File: config.mk
export PLATFORM = sky130hd
export DESIGN_NAME = multicycle_ctrl
export DESIGN_NICKNAME = d
export VERILOG_FILES = /design/src/rtl/rv_ctrl_pkg.sv /design/src/rtl/rv_opcode_decode.sv /design/src/rtl/multicycle_ctrl.sv
export SDC_FILE = /design/constraint.sdc
export NUM_CORES = 1
export LEC_CHECK = 0
export ABC_CLOCK_PERIOD_IN_PS = 2600
export CORE_UTILIZATION = 35
export CTS_CLUSTER_SIZE = 28
export DETAILED_ROUTE_END_ITERATION = 16
export DONT_BUFFER_PORTS = 1
export PLACE_DENSITY_LB_ADDON = 0.25
export SLEW_MARGIN = 25
export SYNTH_ARGS = -nofsm -noshare
export SYNTH_HDL_FRONTEND = slang
export SYNTH_HIERARCHICAL = 1
export SYNTH_SLANG_ARGS = --single-unit
File: constraint.sdc
create_clock -name clk -period 2.6 [get_ports clk]
set_input_delay 0.39 -clock clk [delete_from_list [all_inputs] [get_ports clk]]
set_output_delay 0.39 -clock clk [all_outputs]
set_load 0.005 [all_outputs]
File: src/rtl/rv_ctrl_pkg.sv
// rv_ctrl_pkg: FSM states, RV32I major opcodes and alu_op class encodings shared by the control path
package rv_ctrl_pkg;

    typedef enum logic [2:0] {IDLE, FETCH, DECODE, EXEC, MEM, WB, TRAP} state_t;

    localparam logic [6:0] OP_R      = 7'b0110011;
    localparam logic [6:0] OP_I      = 7'b0010011;
    localparam logic [6:0] OP_LOAD   = 7'b0000011;
    localparam logic [6:0] OP_STORE  = 7'b0100011;
    localparam logic [6:0] OP_BRANCH = 7'b1100011;
    localparam logic [6:0] OP_JAL    = 7'b1101111;
    localparam logic [6:0] OP_JALR   = 7'b1100111;
    localparam logic [6:0] OP_LUI    = 7'b0110111;
    localparam logic [6:0] OP_AUIPC  = 7'b0010111;

    localparam logic [2:0] ALU_R   = 3'b000;
    localparam logic [2:0] ALU_I   = 3'b001;
    localparam logic [2:0] ALU_LD  = 3'b010;
    localparam logic [2:0] ALU_ST  = 3'b011;
    localparam logic [2:0] ALU_BR  = 3'b100;
    localparam logic [2:0] ALU_JMP = 3'b101;

    // Wait counter must be able to hold the timeout value itself, never narrower than 4 bits
    function automatic int cnt_width(input int timeout);
        return ($clog2(timeout + 1) > 4) ? $clog2(timeout + 1) : 4;
    endfunction

endpackage

File: src/rtl/rv_opcode_decode.sv
// rv_opcode_decode: combinational opcode classifier feeding the multicycle control FSM
module rv_opcode_decode
    import rv_ctrl_pkg::*;
(
    input  logic [6:0] opcode,
    output logic [2:0] alu_op,
    output logic       legal,
    output logic       is_load,
    output logic       is_store,
    output logic       is_branch,
    output logic       is_jump
);

    always_comb begin
        alu_op    = ALU_R;
        legal     = 1'b1;
        is_load   = 1'b0;
        is_store  = 1'b0;
        is_branch = 1'b0;
        is_jump   = 1'b0;
        case (opcode)
            OP_R:             alu_op = ALU_R;
            OP_I:             alu_op = ALU_I;
            OP_LUI, OP_AUIPC: alu_op = ALU_LD;
            OP_LOAD: begin
                alu_op  = ALU_LD;
                is_load = 1'b1;
            end
            OP_STORE: begin
                alu_op   = ALU_ST;
                is_store = 1'b1;
            end
            OP_BRANCH: begin
                alu_op    = ALU_BR;
                is_branch = 1'b1;
            end
            OP_JAL, OP_JALR: begin
                alu_op  = ALU_JMP;
                is_jump = 1'b1;
            end
            default:          legal = 1'b0;
        endcase
    end

endmodule

File: src/rtl/multicycle_ctrl.sv
// multicycle_ctrl: FETCH/DECODE/EXEC/MEM/WB sequencer for a multicycle RV32I core,
// with memory-wait timeout and a sticky trap state left only through reset.
module multicycle_ctrl
    import rv_ctrl_pkg::*;
#(
    parameter int MEM_TIMEOUT = 15
) (
    input  logic        clk,
    input  logic        rst,
    input  logic [31:0] instr,
    input  logic        imem_ready,
    input  logic        dmem_ready,
    input  logic        branch_taken,
    output logic        imem_req,
    output logic        ir_write,
    output logic [2:0]  alu_op,
    output logic        dmem_req,
    output logic        dmem_we,
    output logic        reg_write,
    output logic        pc_write,
    output logic        pc_sel,
    output logic        retire,
    output logic        trap
);

    localparam int CW = cnt_width(MEM_TIMEOUT);
    localparam logic [CW-1:0] CNT_MAX = CW'(MEM_TIMEOUT);

    state_t        state_q, state_d;
    logic [6:0]    opc_q, opc_d;
    logic [2:0]    alu_q, alu_d, dec_alu;
    logic [CW-1:0] cnt_q, cnt_d;
    logic          legal, is_load, is_store, is_branch, is_jump;
    logic          instr_unused;

    assign instr_unused = ^instr[31:7];
    assign alu_op = alu_q;

    rv_opcode_decode u_dec (
        .opcode   (opc_q),
        .alu_op   (dec_alu),
        .legal    (legal),
        .is_load  (is_load),
        .is_store (is_store),
        .is_branch(is_branch),
        .is_jump  (is_jump)
    );

    always_ff @(posedge clk or posedge rst) begin
        if (rst) begin
            state_q <= IDLE;
            opc_q   <= '0;
            alu_q   <= ALU_R;
            cnt_q   <= '0;
        end else begin
            state_q <= state_d;
            opc_q   <= opc_d;
            alu_q   <= alu_d;
            cnt_q   <= cnt_d;
        end
    end

    always_comb begin
        state_d   = state_q;
        opc_d     = opc_q;
        cnt_d     = cnt_q;
        imem_req  = 1'b0;
        ir_write  = 1'b0;
        dmem_req  = 1'b0;
        dmem_we   = 1'b0;
        reg_write = 1'b0;
        pc_write  = 1'b0;
        pc_sel    = 1'b0;
        retire    = 1'b0;
        trap      = 1'b0;
        case (state_q)
            IDLE: state_d = FETCH;
            FETCH: begin
                imem_req = 1'b1;
                ir_write = imem_ready;
                opc_d    = imem_ready ? instr[6:0] : opc_q;
                cnt_d    = cnt_q + CW'(1);
                // ready on the final counted cycle still wins over the timeout
                state_d  = imem_ready ? DECODE : (cnt_q == CNT_MAX) ? TRAP : FETCH;
            end
            DECODE: state_d = legal ? EXEC : TRAP;
            EXEC: begin
                pc_write = is_branch;
                pc_sel   = is_branch && branch_taken;
                retire   = is_branch;
                state_d  = (is_load || is_store) ? MEM : is_branch ? FETCH : WB;
            end
            MEM: begin
                dmem_req = 1'b1;
                dmem_we  = is_store;
                pc_write = dmem_ready && is_store;
                retire   = dmem_ready && is_store;
                cnt_d    = cnt_q + CW'(1);
                state_d  = dmem_ready ? (is_load ? WB : FETCH) : (cnt_q == CNT_MAX) ? TRAP : MEM;
            end
            WB: begin
                reg_write = 1'b1;
                pc_write  = 1'b1;
                pc_sel    = is_jump;
                retire    = 1'b1;
                state_d   = FETCH;
            end
            TRAP: trap = 1'b1;
            default: state_d = IDLE;
        endcase
        if (state_d != state_q && (state_d == FETCH || state_d == MEM))
            cnt_d = '0;
        // alu_op class is captured leaving DECODE and only visible while the instruction is in flight
        alu_d = (state_d inside {EXEC, MEM, WB}) ? ((state_q == DECODE) ? dec_alu : alu_q) : ALU_R;
    end

endmodule

* Yosys cells after proc, flatten, opt, wreduce, memory -nomap -nowiden
Cells that the tools add are included.
Cells by class: equality and inequality tests 22, add/subtract/negate cells 1, reduce and logical (&&, ||, !) cells 14, muxes and demuxes 27
Operators with widths (number):
- 3-bit 2-to-1 mux | 9
- 7-bit by 6-bit == test with 1-bit output, second input constant | 3
- 7-bit == test, second input constant | 3
- 3-bit one-hot mux with 6 select lines | 1
- 3-bit == test, second input constant | 5
- 3-bit one-hot mux with 5 select lines | 1
- 7-bit by 5-bit == test with 1-bit output, second input constant | 2
- 1-bit 2-to-1 mux | 11
- 3-bit by 2-bit == test with 1-bit output, second input constant | 3
- 9-bit OR reduction | 1
- 4-bit 2-to-1 mux | 2
- 7-bit by 2-bit == test with 1-bit output, second input constant | 1
- 3-bit by 1-bit == test with 1-bit output, second input constant | 2
- 2-bit OR reduction | 3
- 4-bit by 1-bit adder with 4-bit output, second input constant | 1
- 4-bit == test, second input constant | 1
- 1-bit logical AND | 3
- 3-bit zero test | 1
- 3-bit != test | 1
- 1-bit one-hot mux with 3 select lines | 1
- 3-bit nonzero test | 1
- 3-bit OR reduction | 1
- 1-bit logical OR | 2
- 2-bit 2-to-1 mux | 1
- other kinds (4) | 4
Storage, ports and cells: register bits 17

* Logic depth before layout (Yosys ltp)
word-level depth 9, depth in mapped cells 7

* By module
Netlist, hierarchy kept.
Modules (own cells, without submodules):
- multicycle_ctrl | instances 1, area each 965.9 µm², cells each 89, seq. area each 425.4 µm²
- rv_opcode_decode | instances 1, area each 122.6 µm², cells each 21, seq. area each 0.0 µm²

* Worst setup path after synthesis
Ideal clock, no wire load.
kind reg-to-reg, start point register opc_q[6], end point register cnt_q[0], cell stages (with the launch flop) 7, library setup time 88 ps, path slack 575 ps, buffers on the path 0, data arrival time 1936 ps, clock period less this slack 2025 ps, cells stage by stage dfrtp_1 or3_4 nor4_1 or2_1 o221ai_1 a22o_1 a41oi_1
Between the ends: longest elaborated chain between the ends 9, elaborated cells between the ends (all ways) 28, classes of those cells 12 x eq/ne; 11 x mux; 5 x reduce/logical
Ends and longest elaborated chain:
- from (decl) | line multicycle_ctrl.sv:30 | logic [6:0] opc_q, opc_d;
- from (signal assigned) | line multicycle_ctrl.sv:57 | opc_q <= opc_d;
- 7-bit by 2-bit == test with 1-bit output (*) | line rv_opcode_decode.sv:21 | case (opcode)
- 1-bit 2-to-1 mux (*) | line rv_opcode_decode.sv:21
- via is_load | line multicycle_ctrl.sv:33 | logic legal, is_load, is_store, is_branch, is_jump;
- 3-bit 2-to-1 mux / 1-bit logical OR (equally long branches) | line multicycle_ctrl.sv:99, multicycle_ctrl.sv:91
- 3-bit 2-to-1 mux, on equally long branches | line multicycle_ctrl.sv:99, multicycle_ctrl.sv:91
- 3-bit one-hot mux with 6 select lines (*) | line multicycle_ctrl.sv:76 | case (state_q)
- 3-bit by 1-bit == test with 1-bit output / 3-bit == test (equally long branches) | line multicycle_ctrl.sv:111 | if (state_d != state_q && (state_d == FETCH || state_d == MEM))
- 1-bit logical OR | line multicycle_ctrl.sv:111
- 1-bit logical AND (*) | line multicycle_ctrl.sv:111
- 4-bit 2-to-1 mux / 2-bit nonzero test (equally long branches)
- to (signal assigned) | line multicycle_ctrl.sv:59 | cnt_q <= cnt_d;
- to (decl) | line multicycle_ctrl.sv:32 | logic [CW-1:0] cnt_q, cnt_d;
The timed path passes the listed nets; every way through them passes the cells marked *. A chain may end at the register's enable or synchronous reset.

* Final worst setup path
start point register opc_q[4], end point register cnt_q[0]
Between the ends: longest elaborated chain between the ends 9, elaborated cells between the ends (all ways) 28, classes of those cells 12 x eq/ne; 11 x mux; 5 x reduce/logical
Ends and longest elaborated chain:
- 7-bit == test (*) | line rv_opcode_decode.sv:21
- 1-bit 2-to-1 mux (*) | line rv_opcode_decode.sv:21
- via is_branch | line multicycle_ctrl.sv:33
- 3-bit 2-to-1 mux (*) (2 in series) | line multicycle_ctrl.sv:91 | state_d = (is_load || is_store) ? MEM : is_branch ? FETCH : WB;
- 3-bit one-hot mux with 6 select lines (*) | line multicycle_ctrl.sv:76
- 3-bit by 1-bit == test with 1-bit output / 3-bit == test (equally long branches) | line multicycle_ctrl.sv:111
- 1-bit logical OR | line multicycle_ctrl.sv:111
- 1-bit logical AND (*) | line multicycle_ctrl.sv:111
- 4-bit 2-to-1 mux / 2-bit nonzero test (equally long branches)
Marks and branches as above.

==> results.toml <==
[run]
cap_violations = 0

[synthesis]
synth_top_area_cell = "dfrtp_1"
async_flop_share_pct = 100
ys_types = 45
synth.avg_cell_area_um2 = 9.90
synth_warnings = 6
ys_seq_area_share_pct = 39.1
synthFlopType = "dfrtp_1"
synth_common_cells = "dfrtp_1 (17), mux2_2 (7), inv_1 (6), nor2_1 (6)"
yosys-top-cells-area = "dfrtp_1 (39%), mux2_2 (7.2%), a41oi_1 (3.2%), xnor2_1 (3.2%), a32o_1 (2.8%)"
yosys.area.top_type_share_pct = 39.1
synth.cell_area_um2 = 1090
yosysMostFrequentCell = "dfrtp_1"
synth_cells = 110
synth_edf_count = 0
syn_nets = 148
ys_ff_latch = 17

[routing]
wl_um = 2390
routedWlPerCell_um = 16.8
drc = 3
antenna_left = 0
viasPerCell = 6.46
initialDrtViolationCount = 53
dr_total_vias = 917
dr.pass1.iters = 10

[clocking]
cts_buffers = 3
clock_sink_count = 17
clk_latency_ps = 300
path_clk_slew_ps = 110
cts_resized = 0
post_cts_buffers = 0
root_buffer = "clkbuf_4"
cts_buffer_depth = 2
cts_tree = "yes"
ctsHoldBuffers = 0
cts_max_level = 1

[floorplan]
io_pins = 49
die_w_um = 57.8
die-area_um2 = 3340
start_util_pct = 38.2
die_height_um = 57.8
coreArea_um2 = 2850
rows = 19

[power_and_ir_drop]
leakagePower_nw = 0.463
p_per_area_nw_per_um2 = 1100
p_total_w = 0.00125
irDropWorstVdd_mv = 0.564

[run_status]
status = "finished with violations"
violations = "DRC"

[grt]
overflow = 0
grt_pass1_vias = 868
grt_pass1_wl_um = 4080
antenna_found_initial = 0
grt_start_max_net_pins = 20
grt_usage_pct = 15.9

[final_layout]
multiInputGateArea_um2 = 611
regArea_um2 = 425
fillers = 298
stdcell_count = 142
final_layout_size_suffix_gt1_share_pct = 15.3
syn_to_final_growth_pct = 4.71
diodes = 0
nets = 150

[critical_path]
crit_type = "reg -> reg"
required_ps = 2820
cp_slowest_cell = "dfrtp_1"
worstReg2RegStart = "opc_q[4]"
crit_fanout = 6
cp-startpoint = "opc_q[4]"
cp_cell_sequence = "nor2b_1, nand4_1, nor3_1, or3b_1, a32oi_1, o211ai_1, a41oi_1"
crit_arrival_ps = 2560
setup.worst_path.end_class = "flop"
crit_path_start_kind = "flop"
cpPeakStageDelay_ps = 440
path_buf_inv = 0
critical_path.top_delay_family = "simple AND/OR/NAND/NOR gates"

[worst_hold_path]
hold_path_class = "in -> async"

[timing]
grt_setup_unrepaired = "no"
min_period_ps = 2350
hold_viol_final = 0
slew_violations = 0
hold_slack_ps = 48.9
slew_headroom_pct = 55.4
fin_skew_ps = 7.80
fin_crit_sh_pct = 90.3
fmax_mhz = 426
setup_tns_ps = 0
setup_viol = 0
worstMarginPinSlew_ps = 666

[place]
port_buffers = 0
routabilityCongestion = 0.780
dpl.hpwl_um = 1800
dp.cells = 138
==> layout make-up <==
cell class | instances | area share (%)
Multi-Input combinational cell | 82 | 53.6
Sequential cell | 17 | 37.3
Tap cell | 31 | 3.40
Clock buffer | 3 | 1.98
Inverter | 6 | 1.98
Timing Repair Buffer | 2 | 1.32
Clock inverter | 1 | 0.439
==> sequential cells by signal (all words and copies together), names as in the netlist <==
signal and count:
alu_op 3, cnt_q 4, opc_q 7, state_q 3
==> report_power, final <==
group | total (W) | switching, W | internal, W
clock | 0.000146 | 0.0000883 | 0.0000572
combinational | 0.000567 | 0.000291 | 0.000276
sequential | 0.000538 | 0.000180 | 0.000357
total | 0.00125 | 0.000559 | 0.000690
==> logic make-up after synthesis <==
kind of cell,synth area share (%)
and+or+nand+nor,25.2
AOI/OAI and AO/OA,17.6
DFF,39.1
buffers and inverters,4.83
muxes,8.16
xor gates and xnor gates,4.02
adders and majority gates,1.15
==> layout by cell type, fill, tap and decap left out, types with 2 or more instances in the layout <==
master	n
nor2b_1	3
clkbuf_4	3
dfrtp_1	17
inv_1	6
nor2_1	6
nand2_1	4
mux2_2	7
nor4_1	2
buf_4	2
xnor2_1	4
o21bai_1	2
o22ai_1	2
o21ai_0	3
nand3_1	3
nor3_1	2
nand2b_1	3
a21oi_1	4
a41oi_1	4
nor3b_1	4
a32o_1	3
and3_1	2
==> through the flow <==
stage          area [um2]  util (%)  setup slack [ps]
6_report             1140      40.0               253
5_1_grt              1140      40.0              71.5
4_1_cts              1140      40.0               282
3_5_place_dp         1110      39.0               310
3_3_place_gp         1110      39.0               276
2_1_floorplan        1090         -               575
==> final timing paths <==
kind                        endpoint  slack [ps]  cells past startpoint
max                         cnt_q[0]         250                      7
min                         cnt_q[0]          50                      1
max reg2reg                 cnt_q[0]         250                      7
min reg2reg                alu_op[1]         570                      1
max in group asynchronous  alu_op[0]        2140                      1
min in group clk            opc_q[0]         240                      1
==> per-layer routing <==
| layer | track usage, % | up-vias | share of wire [%] |
|---|---|---|---|
| met1 | 21.5 | 452 | 44 |
| met2 | 25.4 | 48 | 46 |
| li1 | - | 415 | - |
| met5 | 0 | - | 0 |
| met3 | 5.58 | 2 | 9.0 |
| met4 | 2.04 | 0 | 0.54 |
==> worst register-to-register path: stages, from the launching register on <==
cell and delay (ps):
dfrtp_1 440, nor2b_1 220, nand4_1 180, nor3_1 260, or3b_1 380, a32oi_1 280, o211ai_1 240, a41oi_1 270
Note: power is estimated with default switching activity, not from simulation.
